--- src/rtl/fetch_unit.sv ---
// Fetch stage of the 4-bit processor: program counter, fetch/execute phase bit and fetch register.
// Optional breakpoint/halt support is built when FETCH_BREAKPOINT_EN is defined.
module fetch_unit #(
  parameter int PC_W   = 12,
  parameter int BYTE_W = 8
) (
  input  logic              clock,
  input  logic              reset,
  input  logic              enable,
  input  logic              IncPC,
  input  logic              LoadPC,
  input  logic [BYTE_W-1:0] program_byte,
`ifdef FETCH_BREAKPOINT_EN
  input  logic [PC_W-1:0]   bp_addr,
  input  logic              bp_valid,
  input  logic              resume,
  output logic              halted,
`endif
  output logic [PC_W-1:0]   PC,
  output logic              Phase,
  output logic [3:0]        Instr,
  output logic [3:0]        Oprnd
);

  logic [PC_W-1:0]   pc_r;
  logic              phase_r;
  logic [BYTE_W-1:0] fetch_r;
  logic [PC_W-1:0]   pc_next_s;
  logic              phase_next_s;
  logic [BYTE_W-1:0] fetch_next_s;
  logic              run_s;

`ifdef FETCH_BREAKPOINT_EN
  logic halted_r;
  logic bp_skip_r;
  logic bp_hit_s;

  // Breakpoint match; suppressed for the first enabled edge after a resume.
  always_comb begin
    bp_hit_s = 1'b0;
    if (bp_valid && !phase_r && (pc_r == bp_addr) && !bp_skip_r) begin
      bp_hit_s = 1'b1;
    end else begin
      bp_hit_s = 1'b0;
    end
  end

  // Advance qualifier: a halted block or a breakpoint hit behaves like enable=0.
  always_comb begin
    run_s = enable && !halted_r && !bp_hit_s;
  end

  // Halt flag and the one-shot skip that prevents an immediate re-trigger.
  always_ff @(posedge clock) begin
    if (reset) begin
      halted_r  <= 1'b0;
      bp_skip_r <= 1'b0;
    end else if (halted_r) begin
      if (resume) begin
        halted_r  <= 1'b0;
        bp_skip_r <= 1'b1;
      end else begin
        halted_r  <= 1'b1;
      end
    end else if (enable && bp_hit_s) begin
      halted_r <= 1'b1;
    end else if (enable) begin
      bp_skip_r <= 1'b0;
    end else begin
      halted_r <= halted_r;
    end
  end
`else
  // Advance qualifier: without breakpoint support only enable gates the stage.
  always_comb begin
    run_s = enable;
  end
`endif

  // State register: phase, fetch register and program counter.
  always_ff @(posedge clock) begin
    if (reset) begin
      pc_r    <= {PC_W{1'b0}};
      phase_r <= 1'b0;
      fetch_r <= {BYTE_W{1'b0}};
    end else begin
      pc_r    <= pc_next_s;
      phase_r <= phase_next_s;
      fetch_r <= fetch_next_s;
    end
  end

  // Next-state logic; a jump target takes its high nibble from the held operand.
  always_comb begin
    pc_next_s    = pc_r;
    phase_next_s = phase_r;
    fetch_next_s = fetch_r;
    if (run_s) begin
      phase_next_s = ~phase_r;
      case (phase_r)
        1'b0:    fetch_next_s = program_byte;
        1'b1:    fetch_next_s = fetch_r;
        default: fetch_next_s = fetch_r;
      endcase
      if (LoadPC) begin
        pc_next_s = {fetch_r[3:0], program_byte};
      end else if (IncPC) begin
        pc_next_s = pc_r + PC_W'(1);
      end else begin
        pc_next_s = pc_r;
      end
    end else begin
      pc_next_s    = pc_r;
      phase_next_s = phase_r;
      fetch_next_s = fetch_r;
    end
  end

  // Outputs are taken straight from the registers.
  always_comb begin
    PC    = pc_r;
    Phase = phase_r;
    Instr = fetch_r[BYTE_W-1:BYTE_W-4];
    Oprnd = fetch_r[3:0];
`ifdef FETCH_BREAKPOINT_EN
    halted = halted_r;
`endif
  end

endmodule

--- config.mk ---
export PLATFORM = sky130hd
export DESIGN_NAME = fetch_unit
export DESIGN_NICKNAME = d
export VERILOG_FILES = /design/src/rtl/fetch_unit.sv
export SDC_FILE = /design/constraint.sdc
export NUM_CORES = 1
export LEC_CHECK = 0
export BUFFER_PORTS_ARGS = -buffer_cell sky130_fd_sc_hd__clkbuf_2
export CAP_MARGIN = 25
export CORE_MARGIN = 2
export CORE_UTILIZATION = 30
export DETAILED_ROUTE_END_ITERATION = 10
export PLACE_DENSITY = 0.61
export SLEW_MARGIN = 0
export SYNTH_ARGS = -nofsm -noshare
export SYNTH_HDL_FRONTEND = slang
export SYNTH_SLANG_ARGS = --single-unit
export TNS_END_PERCENT = 100
--- constraint.sdc ---
create_clock -name clock -period 2 [get_ports clock]
set_clock_uncertainty 0.15 [all_clocks]
set_input_delay 0.5 -clock clock [delete_from_list [all_inputs] [get_ports clock]]
set_output_delay 0.5 -clock clock [all_outputs]
set_load 0.005 [all_outputs]
**Word-level counts from Yosys, hierarchy flattened**

Index checks and enable logic that the tools add are counted.
W data, S select, Z words.

- Register bits: 21
- Bits of input ports: 13
- Output and inout port bits: 21
- Logic and storage cells: 11

- Add/subtract/negate cells: 1
- Muxes and demuxes: 3
- Bitwise operators: 1
- Reduce and logical (&&, ||, !) cells: 3

Operators with widths:

| kind | number |
|---|---|
| $mux W12 | 2 |
| $add A12 B1 Y12 const B | 1 |
| $mux W8 | 1 |
| $reduce_and A2 Y1 | 2 |
| $reduce_bool A2 Y1 | 1 |
| $not A1 Y1 | 1 |

**Logic depth before layout (Yosys ltp)**

- Word-level depth: 3
- Gate-level depth with buffers: 6
- Mapped depth without buffers: 5

**Least setup slack after synthesis**

OpenSTA, ideal clock, no wires.

- Kind: register -> register
- Start point: reg pc_r[2], in the netlist PC[2]
- End point: reg pc_r[11], in the netlist PC[11]
- Setup time: 0.074 ns
- Arrival: 1.633 ns
- Data required time: 1.776 ns
- Setup slack: 0.142 ns
- Cell stages (with the launch flop): 5
- Buffers on the path: 0
- Clock period less this slack: 1.858 ns
- Path through: dfxtp_1 -> nand4_2 -> or4_1 -> or4_1 -> a31oi_1

- Cells in the longest elaborated chain, start to end: 3

Ends and longest elaborated chain:

| element | RTL line | source |
|---|---|---|
| start, declared | 25 | `logic [PC_W-1:0] pc_r;` |
| start signal, assigned | 83 | `pc_r <= {PC_W{1'b0}};` |
| start signal, assigned | 87 | `pc_r <= pc_next_s;` |
| $add A12 B1 Y12 | 108 | `pc_next_s = pc_r + PC_W'(1);` |
| $mux W12 | 107 | `end else if (IncPC) begin` |
| $mux W12 | 105 | `if (LoadPC) begin` |

No other way between the ends. The select of a mux whose other input is x is not followed.
A chain may end at the register's enable or synchronous reset.

**Final worst setup path**

- Start point: reg pc_r[9], in the netlist PC[9]
- End point: reg pc_r[11], in the netlist PC[11]

Same word-level chain as after synthesis.

==> flow_summary.rst <==
.. list-table::
   :header-rows: 1

   * - Metric
     - Value
   * - Run status
     - finished, final reports clean
   * - Final setup violation count
     - 0
   * - First-pass GRT wire length
     - 5.09 mm
   * - Most used DFF post-synth
     - dfxtp_1
   * - Unrepaired setup endpoints after global routing
     - false
   * - Signal arrival time at the worst endpoint
     - ~1.9 ns
   * - Routed met2 length
     - ~1.4 mm
   * - Chip width
     - 64.7 um
   * - Wire length on met3
     - about 110 um
   * - Bufs on Longest Clock Path
     - 2
   * - Met1 Wirelength
     - 1.54 mm
   * - Count of fill cells added during filler insertion
     - 380
   * - Wire length after detailed routing
     - 3.10 mm
   * - Setup crit start kind
     - flip-flop
   * - Global placer's final weighted congestion
     - a little under 0.8
   * - Die H
     - around 65 um
   * - End of the worst register-to-register path
     - PC[11]$_SDFFE_PP0P_
   * - Hold violation count in the final report
     - 0
   * - Proportion of synthesized flip-flops having asynchronous set or reset
     - 0
   * - Worst Hold Class
     - flip-flop to flip-flop
   * - Netlist area before placement
     - approximately 0.0011 mm2
   * - Worst IR Drop VDD
     - approximately 230 uV
   * - Number of rows created at floorplan
     - 22
   * - Layout area overhead
     - 29.8%
   * - Nets
     - about 200
   * - Register area share after synthesis
     - 0.381
   * - Deepest level of the CTS H-tree
     - 1
   * - Drt via density
     - around 5
   * - PortBufs
     - 33
   * - Overall power of the completed layout
     - 902 uW
   * - CP endpoint kind
     - flip-flop
   * - DP HPWL
     - 2.33 mm
   * - Crit Reg-Reg Startpoint
     - PC[9]$_SDFFE_PP0P_
   * - Quantity of hold-fixing buffers added after cts
     - 0
   * - Cell chosen for the clock root
     - clkbuf_8
   * - DR pass1 iterations
     - 4
   * - TritonCTS clock tree
     - done
   * - Slew at the pin with the worst max-slew slack
     - approximately 0.47 ns
   * - DIE AREA
     - 0.00418 mm2
   * - Core footprint
     - 0.00361 mm2
   * - Number of flops mapped to enable cells by yosys
     - 0
   * - Max Clock Freq
     - 531 MHz
   * - Ys Warns
     - 0
   * - Setup slack, reg-to-reg
     - 0.12 ns
   * - DR vias
     - roughly 1100
   * - Count of routing violations after the opening detailed-route iteration
     - 68
   * - Post-route antenna net violation count
     - 0
   * - Area of all placed cells without fillers
     - ~0.0014 mm2
   * - Critical-path top delay cell
     - or4_1
   * - Levels on crit path
     - 4
   * - Worst stage delay on the critical path
     - between 0.5 and 0.6 ns
   * - Buffers inserted by post-CTS timing repair
     - 0
   * - Max-slew violations
     - 0
   * - Worst hold slack across all endpoints
     - 0.309 ns
   * - Number of cells on the worst reg-to-reg path
     - 4
   * - Initial core utilization
     - 0.306
   * - CP Capture Point
     - PC[11]$_SDFFE_PP0P_
   * - Power per cell area
     - ~630 mW/mm2
   * - Max transition margin
     - 0.685
   * - Worst setup path category
     - flip-flop to flip-flop
   * - Pin count of the biggest net entering global routing
     - 23
   * - TritonCTS Sinks
     - 21
   * - Highest metal used
     - met4
   * - Total cell area at the placement stage
     - about 0.0014 mm2
   * - Number of buffer and inverter instances along the worst setup path
     - 0
   * - Insertion delay to the later sink of the worst-skew pair
     - 0.26 ns
   * - DRC errors left
     - 0
   * - Remaining global-route overflow
     - 0
   * - Vias in the first global route
     - ~1100
   * - Count of cell types in the netlist
     - 39
   * - I/O pin cnt
     - 34
   * - Critical path peak fanout
     - 5
   * - Cell repeated most along the worst path
     - or4_1
   * - Critical path required time
     - 2.04 ns
   * - Maxcap violations
     - 0
   * - Critical Path, Cell by Cell
     - nand3_1 > or4_1 > or4_1 > a31oi_1
   * - Post-Route Setup TNS
     - 0 ns
   * - Fraction of layout instances using a drive strength above 1
     - 0.326
   * - Leak Pwr
     - approximately 0.00062 uW
   * - Final period utilization
     - 0.941
   * - Initial antenna violation count
     - 0
   * - Syn Inst Count
     - between 100 and 150
   * - WL per Instance
     - between 10 and 15 um
   * - Avg Inst Size Synth
     - about 8 um2
   * - Min Tclk post-route
     - approximately 1.9 ns
   * - Post-CTS Resized
     - 0
   * - Diodes inserted
     - 0
   * - Critical path origin
     - PC[9]$_SDFFE_PP0P_
   * - Gr usage total
     - 0.158
   * - Clock input transition at the sequential cells of the worst setup and hold paths
     - about 0.070 ns
   * - Number of nets in the synthesized netlist
     - between 150 and 200
   * - CTS Buf Count
     - 3
   * - Largest delay share family, worst path
     - simple AND/OR/NAND/NOR gates
   * - Post-synthesis sequential element count
     - 21
report_power, final:
| group | total, uW | switching [uW] | internal (uW) |
|---|---|---|---|
| Sequential | 461 | 19.5 | 441 |
| Combinational | 162 | 86.5 | 75.5 |
| Clock | 280 | 138 | 142 |
cell families after synthesis:
logic type	after synthesis	synth area share
muxes	3	0.0272
adders and majority gates	1	0.0113
and+or+nand+nor	58	0.272
buffers and inverters	13	0.0725
AOI/OAI and AO/OA	41	0.237
DFF	21	0.381
placed cells by master, fill, tap and decap left out, types with 3 or more instances in the layout:
cell / n
clkbuf_2: 33
nand2_1: 25
dfxtp_1: 21
buf_4: 17
a21oi_1: 16
nand3_1: 5
o21ai_0: 5
a31oi_1: 5
nand2b_1: 4
nor2_1: 4
nand4_1: 3
or4_1: 3
inv_1: 3
mux2i_1: 3
clkbuf_8: 3
routing by layer:
| metal | vias up | GRT usage |
|---|---|---|
| li1 | 590 | - |
| met4 | 0 | 0.0665 |
| met3 | 2 | 0.0208 |
| met2 | 23 | 0.249 |
| met5 | - | 0 |
| met1 | 529 | 0.217 |
how the worst min path moves through the flow:
stage	cells past startpoint	endpoint	from	slack [ns]
after floorplan	2	fetch_r[6]$_SDFFE_PP0P_	fetch_r[6]$_SDFFE_PP0P_	0.30
after global placement	2	fetch_r[6]$_SDFFE_PP0P_	fetch_r[6]$_SDFFE_PP0P_	0.30
after detailed placement	2	fetch_r[6]$_SDFFE_PP0P_	fetch_r[6]$_SDFFE_PP0P_	0.30
after CTS	2	fetch_r[6]$_SDFFE_PP0P_	fetch_r[6]$_SDFFE_PP0P_	0.31
after global routing	2	fetch_r[6]$_SDFFE_PP0P_	fetch_r[6]$_SDFFE_PP0P_	0.33
final	2	fetch_r[6]$_SDFFE_PP0P_	fetch_r[6]$_SDFFE_PP0P_	0.31
tightest hold or removal path, stage by stage (launching register included):
cell and delay, ns:
dfxtp_1 0.31, nand2_1 0.05, a21oi_1 0.05
cells in the mapped netlist (2+ instances only):
| cell | instances | share of area |
|---|---|---|
| a31oi_1 | 5 | 0.028 |
| nor2b_1 | 2 | 0.011 |
| dfxtp_1 | 21 | 0.38 |
| nand2_1 | 25 | 0.085 |
| nor2_1 | 4 | 0.014 |
| o31ai_1 | 2 | 0.014 |
| nor3_1 | 2 | 0.0091 |
| nand4_1 | 3 | 0.017 |
| or4_1 | 3 | 0.020 |
| and3_2 | 2 | 0.014 |
| o41ai_1 | 2 | 0.016 |
| a21oi_1 | 16 | 0.072 |
| clkbuf_1 | 6 | 0.020 |
| a211oi_1 | 2 | 0.014 |
| clkbuf_8 | 2 | 0.025 |
| inv_1 | 3 | 0.010 |
| o21a_1 | 2 | 0.014 |
| o21ai_0 | 5 | 0.023 |
| nand3_1 | 5 | 0.023 |
| mux2i_1 | 3 | 0.027 |
| nand2b_1 | 4 | 0.023 |
state kept, by name (all words and copies together), names as in the netlist:
name,count
PC,12
fetch_r,8
Phase,1
stage by stage:
stage                     setup WS (ns)  std cells   util
after detailed placement          0.138        225  0.385
after floorplan                   0.142        137      -
after global placement            0.175        225  0.385
after CTS                         0.118        229  0.398
after global routing             0.0283        229  0.398
final                             0.118        229  0.398
area by class of cell:
cell class | count | area [um2] | share of cell area
Tap cell | 48 | 60.1 | 0.0419
Clock buffer | 4 | 45.0 | 0.0314
Multi-Input combinational cell | 103 | 604 | 0.421
Timing Repair Buffer | 50 | 293 | 0.204
Sequential cell | 21 | 420 | 0.293
Inverter | 3 | 11.3 | 0.00785
No activity file was read; power rests on OpenSTA's default activity.
